--- config.mk ---
export PLATFORM = sky130hd
export DESIGN_NAME = alu_vector_driver
export DESIGN_NICKNAME = d
export VERILOG_FILES = /design/src/rtl/alu_vector_driver.sv
export SDC_FILE = /design/constraint.sdc
export NUM_CORES = 1
export LEC_CHECK = 0
export BUFFER_PORTS_ARGS = -buffer_cell sky130_fd_sc_hd__buf_2
export CAP_MARGIN = 5
export CORE_ASPECT_RATIO = 1.25
export CORE_MARGIN = 5
export CORE_UTILIZATION = 25
export CTS_CLUSTER_DIAMETER = 100
export DETAILED_ROUTE_END_ITERATION = 16
export HOLD_SLACK_MARGIN = 0.12
export REMOVE_ABC_BUFFERS = 1
export SYNTH_ARGS = -nofsm -noshare
export SYNTH_HDL_FRONTEND = slang
export SYNTH_SLANG_ARGS = --single-unit
--- constraint.sdc ---
create_clock -name clk -period 4.45 [get_ports clk]
set_clock_uncertainty 0.1 [all_clocks]
set_input_delay 0.445 -clock clk [delete_from_list [all_inputs] [get_ports clk]]
set_output_delay 0.445 -clock clk [all_outputs]
set_load 0.01 [all_outputs]
--- src/rtl/alu_vector_driver.sv ---
// alu_vector_driver: applies host test vectors to the ALU, samples its result after a settle interval and reports pass/fail
module alu_vector_driver #(
    parameter int W      = 6,
    parameter int SETTLE = 2,
    parameter int CNT_W  = 8
) (
    input  logic             clk,
    input  logic             rst,
    input  logic             vec_valid,
    output logic             vec_ready,
    input  logic [1:0]       vec_op,
    input  logic [W-1:0]     vec_a,
    input  logic [W-1:0]     vec_b,
    input  logic [W-1:0]     vec_exp,
    output logic [W-1:0]     alu_a,
    output logic [W-1:0]     alu_b,
    output logic [1:0]       alu_op,
    input  logic [W-1:0]     alu_out,
    output logic             res_valid,
    input  logic             res_ready,
    output logic             res_pass,
    output logic [W-1:0]     res_got,
    output logic [CNT_W-1:0] res_idx,
    output logic [CNT_W-1:0] pass_cnt,
    output logic [CNT_W-1:0] fail_cnt,
    output logic             busy
);
    typedef enum logic [1:0] {S_IDLE, S_SETTLE, S_REPORT} state_t;
    localparam logic [CNT_W-1:0] CNT_MAX = '1;
    state_t           state, state_nxt;
    logic [3:0]       cnt;
    logic [W-1:0]     exp_q;
    logic [CNT_W-1:0] idx;
    logic             accept, sample, match;

    // state register
    always_ff @(posedge clk) state <= rst ? S_IDLE : state_nxt;

    // next state and handshake strobes; unknown encodings fall back to idle
    always_comb begin
        state_nxt = state == S_IDLE   ? (vec_valid ? S_SETTLE : S_IDLE) :
                    state == S_SETTLE ? (cnt == '0 ? S_REPORT : S_SETTLE) :
                    state == S_REPORT ? (res_ready ? S_IDLE : S_REPORT) : S_IDLE;
        vec_ready = state == S_IDLE && !rst;
        busy      = state != S_IDLE;
        accept    = state == S_IDLE && vec_valid;
        sample    = state == S_SETTLE && cnt == '0;
        match     = alu_out == exp_q;
    end

    // operand registers, settle countdown, result record and saturating counters
    always_ff @(posedge clk) begin
        if (rst) begin
            alu_a     <= '0;
            alu_b     <= '0;
            alu_op    <= '0;
            exp_q     <= '0;
            cnt       <= '0;
            idx       <= '0;
            res_valid <= 1'b0;
            res_pass  <= 1'b0;
            res_got   <= '0;
            res_idx   <= '0;
            pass_cnt  <= '0;
            fail_cnt  <= '0;
        end else begin
            if (accept) begin
                alu_a  <= vec_a;
                alu_b  <= vec_b;
                alu_op <= vec_op;
                exp_q  <= vec_exp;
                cnt    <= 4'(SETTLE - 1);
            end
            if (state == S_SETTLE && cnt != '0)
                cnt <= cnt - 4'd1;
            if (sample) begin
                res_got   <= alu_out;
                res_pass  <= match;
                res_idx   <= idx;
                idx       <= idx + CNT_W'(1);
                res_valid <= 1'b1;
                if (match && pass_cnt != CNT_MAX)
                    pass_cnt <= pass_cnt + CNT_W'(1);
                if (!match && fail_cnt != CNT_MAX)
                    fail_cnt <= fail_cnt + CNT_W'(1);
            end
            if (state == S_REPORT && res_ready)
                res_valid <= 1'b0;
        end
    end
endmodule

### Yosys cells after proc, flatten, opt, wreduce, memory -nomap -nowiden

Cells that the tools add are included.

* muxes and demuxes: 8
* reduce and logical (&&, ||, !) cells: 17
* equal/unequal tests: 5
* $add $sub $neg: 4

Operators by type and width (number)
* adder 8 x 1 -> 8 bit (second input constant): 3
* inequality test 8 bit (second input constant): 2
* 2-to-1 mux 2 bit: 5
* 2-to-1 mux 4 bit: 2
* logical AND 1 bit: 7
* equality test 6 bit: 1
* logical NOT 4 bit: 1
* AND reduction 2 bit: 2
* nonzero test 2 bit: 2
* nonzero test 4 bit: 1
* subtractor 4 x 1 -> 4 bit (second input constant): 1
* equality test 2 x 1 -> 1 bit (second input constant): 1
* equality test 2 bit (second input constant): 1
* logical NOT 1 bit: 2
* logical NOT 2 bit: 1
* OR reduction 2 bit: 1
* 2-to-1 mux 1 bit: 1

* input bits: 30
* logic and storage cells: 47
* register bits: 66
* output and inout bits: 48

### Depth between registers and ports, before layout

* depth in word-level cells: 4
* gate-level depth with buffers: 9
* depth with buffers taken out: 7

### Least setup slack after synthesis

OpenSTA, ideal clock, no wires.

* path type: register to register
* start: register cnt[0]
* end: register pass_cnt[3]
* cell stages (with the launch flop): 9
* arrival: 1.850 ns
* path buffers: 1
* clock period less this slack: 2.020 ns
* setup slack: 2.430 ns
* setup time: 0.070 ns
* data required time: 4.280 ns
* cell sequence: dfxtp_1 inv_1 ha_1 nor3b_4 and2_1 clkbuf_1 o2111ai_4 or3_1 a21oi_1

* word-level cells in the longest chain between the ends: 3

Ends and longest elaborated chain
* from (decl): RTL line 31 `logic [3:0] cnt;`
* from (signal assigned): RTL line 72 `cnt <= 4'(SETTLE - 1);`
* from (signal assigned): RTL line 75 `cnt <= cnt - 4'd1;`
* logical NOT 4 bit: RTL line 47 `sample = state == S_SETTLE && cnt == '0;`
* logical AND 1 bit: RTL line 47
* AND reduction 2 bit (no line)
* to (signal assigned): RTL line 83 `pass_cnt <= pass_cnt + CNT_W'(1);`
* to (decl): RTL line 24 `output logic [CNT_W-1:0] pass_cnt,`

Every way passes these cells.
A chain may end at the register's enable or synchronous reset.

### Worst setup path in the final report

Same ends and word-level chain as after synthesis.

==> results.md <==
Final layout:
- The area added between synthesis and finish is 27.8%.
- 0 antenna diodes ended up in the layout.
- The core occupancy in the finished layout is 0.328.
- With fillers left out, the area of the finished cells amounts to 3500 µm².
- The filler cells instantiated in the layout total 1,127.
- After the last flow step, the layout net total stands at 439.
- The finished layout holds 540 standard cells, fillers aside.
- In the final layout, the share of cells above drive strength 1 is 0.238.

CTS:
- The number of buffers created by CTS is 9.
- In this run the deepest clock path goes through 2 buffers.
- The cell at the root of the clock tree is clkbuf_16.
- After clock tree synthesis, the setup repair step added 0 buffers.
- The count of H-tree levels built during CTS is 3.
- At the later pin of the worst-skew pair, clock insertion delay measures 0.32 ns.
- The number of gates resized after CTS was 0.
- The number of sinks handled by clock tree synthesis is 66.
- The clock transition time at the flip-flop clock pins of the worst setup and hold paths is 0.05 ns.
- In this run, post-CTS hold repair placed 0 buffers.
- TritonCTS built the clock tree.

Pwr:
- The share of total power dissipated in sequential elements is 0.454.
- Of the total power, the share spent switching nets is 0.246.
- Of the total power, the clock network draws 0.442.
- The analysis attributes to net switching a power of 0.344 mW.
- Power spread over the standard cell area amounts to 399 nW/µm².
- The internal portion of total power is 1.05 mW.
- Of the total power, combinational logic draws 0.104.
- The largest voltage drop on the vdd net is 0.000180 V.
- The analysis attributes to cell leakage a power of 1.47 nW.

Synth:
- The library cell occupying the most area in the post-synthesis netlist is dfxtp_1.
- The number of library cell types mapped by synthesis is 33.
- Yosys mapped a number of flops with a built-in enable equal to 0.
- Yosys attributes the largest share of cell area to dfxtp_1 (48%), nand2_1 (11%), a21oi_1 (8.2%), xor2_1 (4.2%), nor2_1 (3.8%).
- The library cell with the highest instance count after synthesis is nand2_1.
- The most used flip-flop cell after synthesis is dfxtp_1.
- Counting flops with an async set or reset pin after synthesis yields a share of 0.
- After synthesis, the mean cell area works out to 8.28 µm².
- Counting instances in the post-synthesis netlist gives the leading cell types as nand2_1 (79), dfxtp_1 (66), a21oi_1 (45).
- The portion of the post-synthesis area used by sequential elements is 0.482.
- The area share of the leading cell type in the synthesized netlist is 0.482.
- The synthesized design contains 66 register bits.
- The synthesized netlist occupies a cell area of 2740 µm².
- The Yosys warning count is 0.
- The count of mapped cells out of synthesis is 331.

Worst setup path:
- The largest fanout of any net on the critical path is 23.
- Data on the critical path is required at its endpoint by 4.60 ns.
- The biggest cell delay along the critical path is 0.72 ns.
- The worst setup path is launched from a flop.
- The critical path goes through inv_1 > ha_1 > nor3b_4 > and2_1 > o2111ai_4 > or3_1 > a21oi_1.
- Among all stages on the critical path, the largest delay is contributed by and2_1.
- The critical path is of the reg2reg type.
- The worst setup path is captured at a flop.
- The arrival time of data at the critical path endpoint is 2.79 ns.

Detailed routing:
- The total via count in the routed design is 2,449.
- After detailed routing, the average wire length per cell comes to 12.2 µm.
- In the routed layout, each cell is associated on average with a via count of 4.54.
- For this block, the initial DRC count from the detailed router was 90.
- For this run, design rule violations remaining after detail routing come to 0.
- In this run the remaining antenna-violating nets after routing total 0.
- The final routed wirelength across all metal layers is 6600 µm.
- Before antenna repair, the detailed router went through 4 iterations.

STA:
- The number of endpoints with negative hold slack in the final report is 0.
- The tightest hold path in the finished design has a slack of 0.257 ns.
- The final count of pins violating max slew was 0.
- The worst-case headroom to the max-slew limit is 0.443.
- The sum of negative setup slack is 0 ns.
- At the pin with the least slew margin, the transition time is 0.835 ns.
- Static timing analysis puts the maximum clock frequency at 380 MHz.
- The final critical-path required period is 2.63 ns.
- Of the available clock period, the critical path in the final layout requires 0.592.
- Setup violations remaining at the end of the flow were counted as 0.
- Setup repair after global routing left no endpoint under its margin.

Place:
- Including well taps, the total number of placed cells is 526.
- At the end of routability-driven placement, the weighted congestion stood at 0.758.
- Port buffering added 77 buffers.
- The half-perimeter wire length after detailed placement is 4780 µm.
- The placed instances occupy a cell area of 3240 µm².

Die:
- For this configuration, the core starts out at a cell density of 0.257.
- The total die area is 13,200 µm².
- 78 I/O pins were placed.
- The floorplan has 42 rows.
- The core outline area is 10,700 µm².
- The x dimension of the die is 104 µm.
- Measured along the y axis, the die boundary spans 127 µm.

Worst hold path:
- The type of the tightest min-delay check is in2reg.

GRT:
- The first global-routing pass estimated 11,100 µm of wire.
- The number of antenna violations at the first check in global routing was 0.
- The residual overflow from global routing is 0.
- Entering global routing, the biggest net connects 37 pins.
- The combined global-route utilization of all metal layers is 0.102.
- The via count of the first global-routing pass is 2,315.

Status:
- The flow ran to the end, and the final reports show no timing, DRC or antenna violations.

Job:
- The max-cap check violation count is 0.
## state kept, by name, indices dropped and copies added (netlist names)
register	cells
res_idx	8
cnt	4
res_valid	1
alu_op	2
idx	8
alu_a	6
exp_q	6
pass_cnt	8
res_pass	1
res_got	6
state	2
alu_b	6
fail_cnt	8
## final timing paths
path	cells past startpoint	slack [ns]	to	startpoint
worst min-delay path	2	0.26	res_valid$_SDFFE_PP0P_	res_ready
worst min register to register	2	0.35	res_idx[4]$_SDFFE_PP0P_	res_idx[4]$_SDFFE_PP0P_
worst max-delay path	7	1.82	pass_cnt[3]$_SDFFE_PP0P_	cnt[0]$_SDFFE_PP0P_
worst max register to register	7	1.82	pass_cnt[3]$_SDFFE_PP0P_	cnt[0]$_SDFFE_PP0P_
## kinds of logic (layout without fill, tap and decap cells)
kind of cell | count (synthesis) | in the layout | share of synthesized area
compound gates | 62 | 62 | 0.132
xor+xnor | 20 | 20 | 0.0639
fa+ha+maj | 4 | 4 | 0.0183
buf+inv | 22 | 99 | 0.0306
flops | 66 | 66 | 0.482
mux | 5 | 5 | 0.0192
simple gates | 152 | 152 | 0.254
## power groups by stage
stage,logic [mW],clock network (mW),registers [mW]
global route,0.164,0.670,0.637
global placement,0.146,0,0.645
finish,0.146,0.618,0.634
floorplan,0.0786,0,0.650
CTS,0.148,0.640,0.634
detailed placement,0.148,0,0.646
## critical path, delay by kind of cell (launching register included)
kind	cells	cell delay, ns
AO/OA/AOI/OAI	2	0.45
buffers and inverters	1	0.09
adder cells (fa/ha/maj)	1	0.18
flip-flops	1	0.31
AND/OR/NAND/NOR	3	1.43
## routing by layer
metal | global-route usage | vias up | share of wire
met2 | 0.165 | 63 | 0.47
met1 | 0.120 | 1113 | 0.46
met3 | 0.0399 | 8 | 0.067
met4 | 0.0417 | 0 | 0.0095
li1 | - | 1265 | -
met5 | 0 | - | 0
## placed cells by master (no fill, tap or decap), drive strengths merged, types with 2 or more instances in the layout
cell type  instances
o21ai              7
nor2b              3
nand2b             2
and2               4
inv                7
a2111oi            2
or3                4
a21oi             45
nand4              4
and3               5
nand2             79
a211oi             4
xor2              13
nand3             14
clkbuf            11
dfxtp             66
ha                 4
xnor2              7
mux2               2
clkinv             2
buf               78
nor3               4
nor2              28
mux2i              3
## area by class of cell
type                       count  area (µm²)  share of cell area
clock inverter                 3        17.5             0.00500
sequential                    66        1320               0.377
clock buffer                  11         243              0.0693
multi-input combinational    243        1340               0.381
tap                          132         165              0.0472
timing repair buffer          78         393               0.112
inverter                       7        26.3             0.00751
## through the flow
step	setup slack [ns]	power, mW
after floorplan	2.15	0.729
after global placement	1.88	0.791
after detailed placement	1.83	0.794
after CTS	1.80	1.42
after global routing	1.56	1.47
final	1.82	1.40
Note: power is estimated with default switching activity, not from simulation.
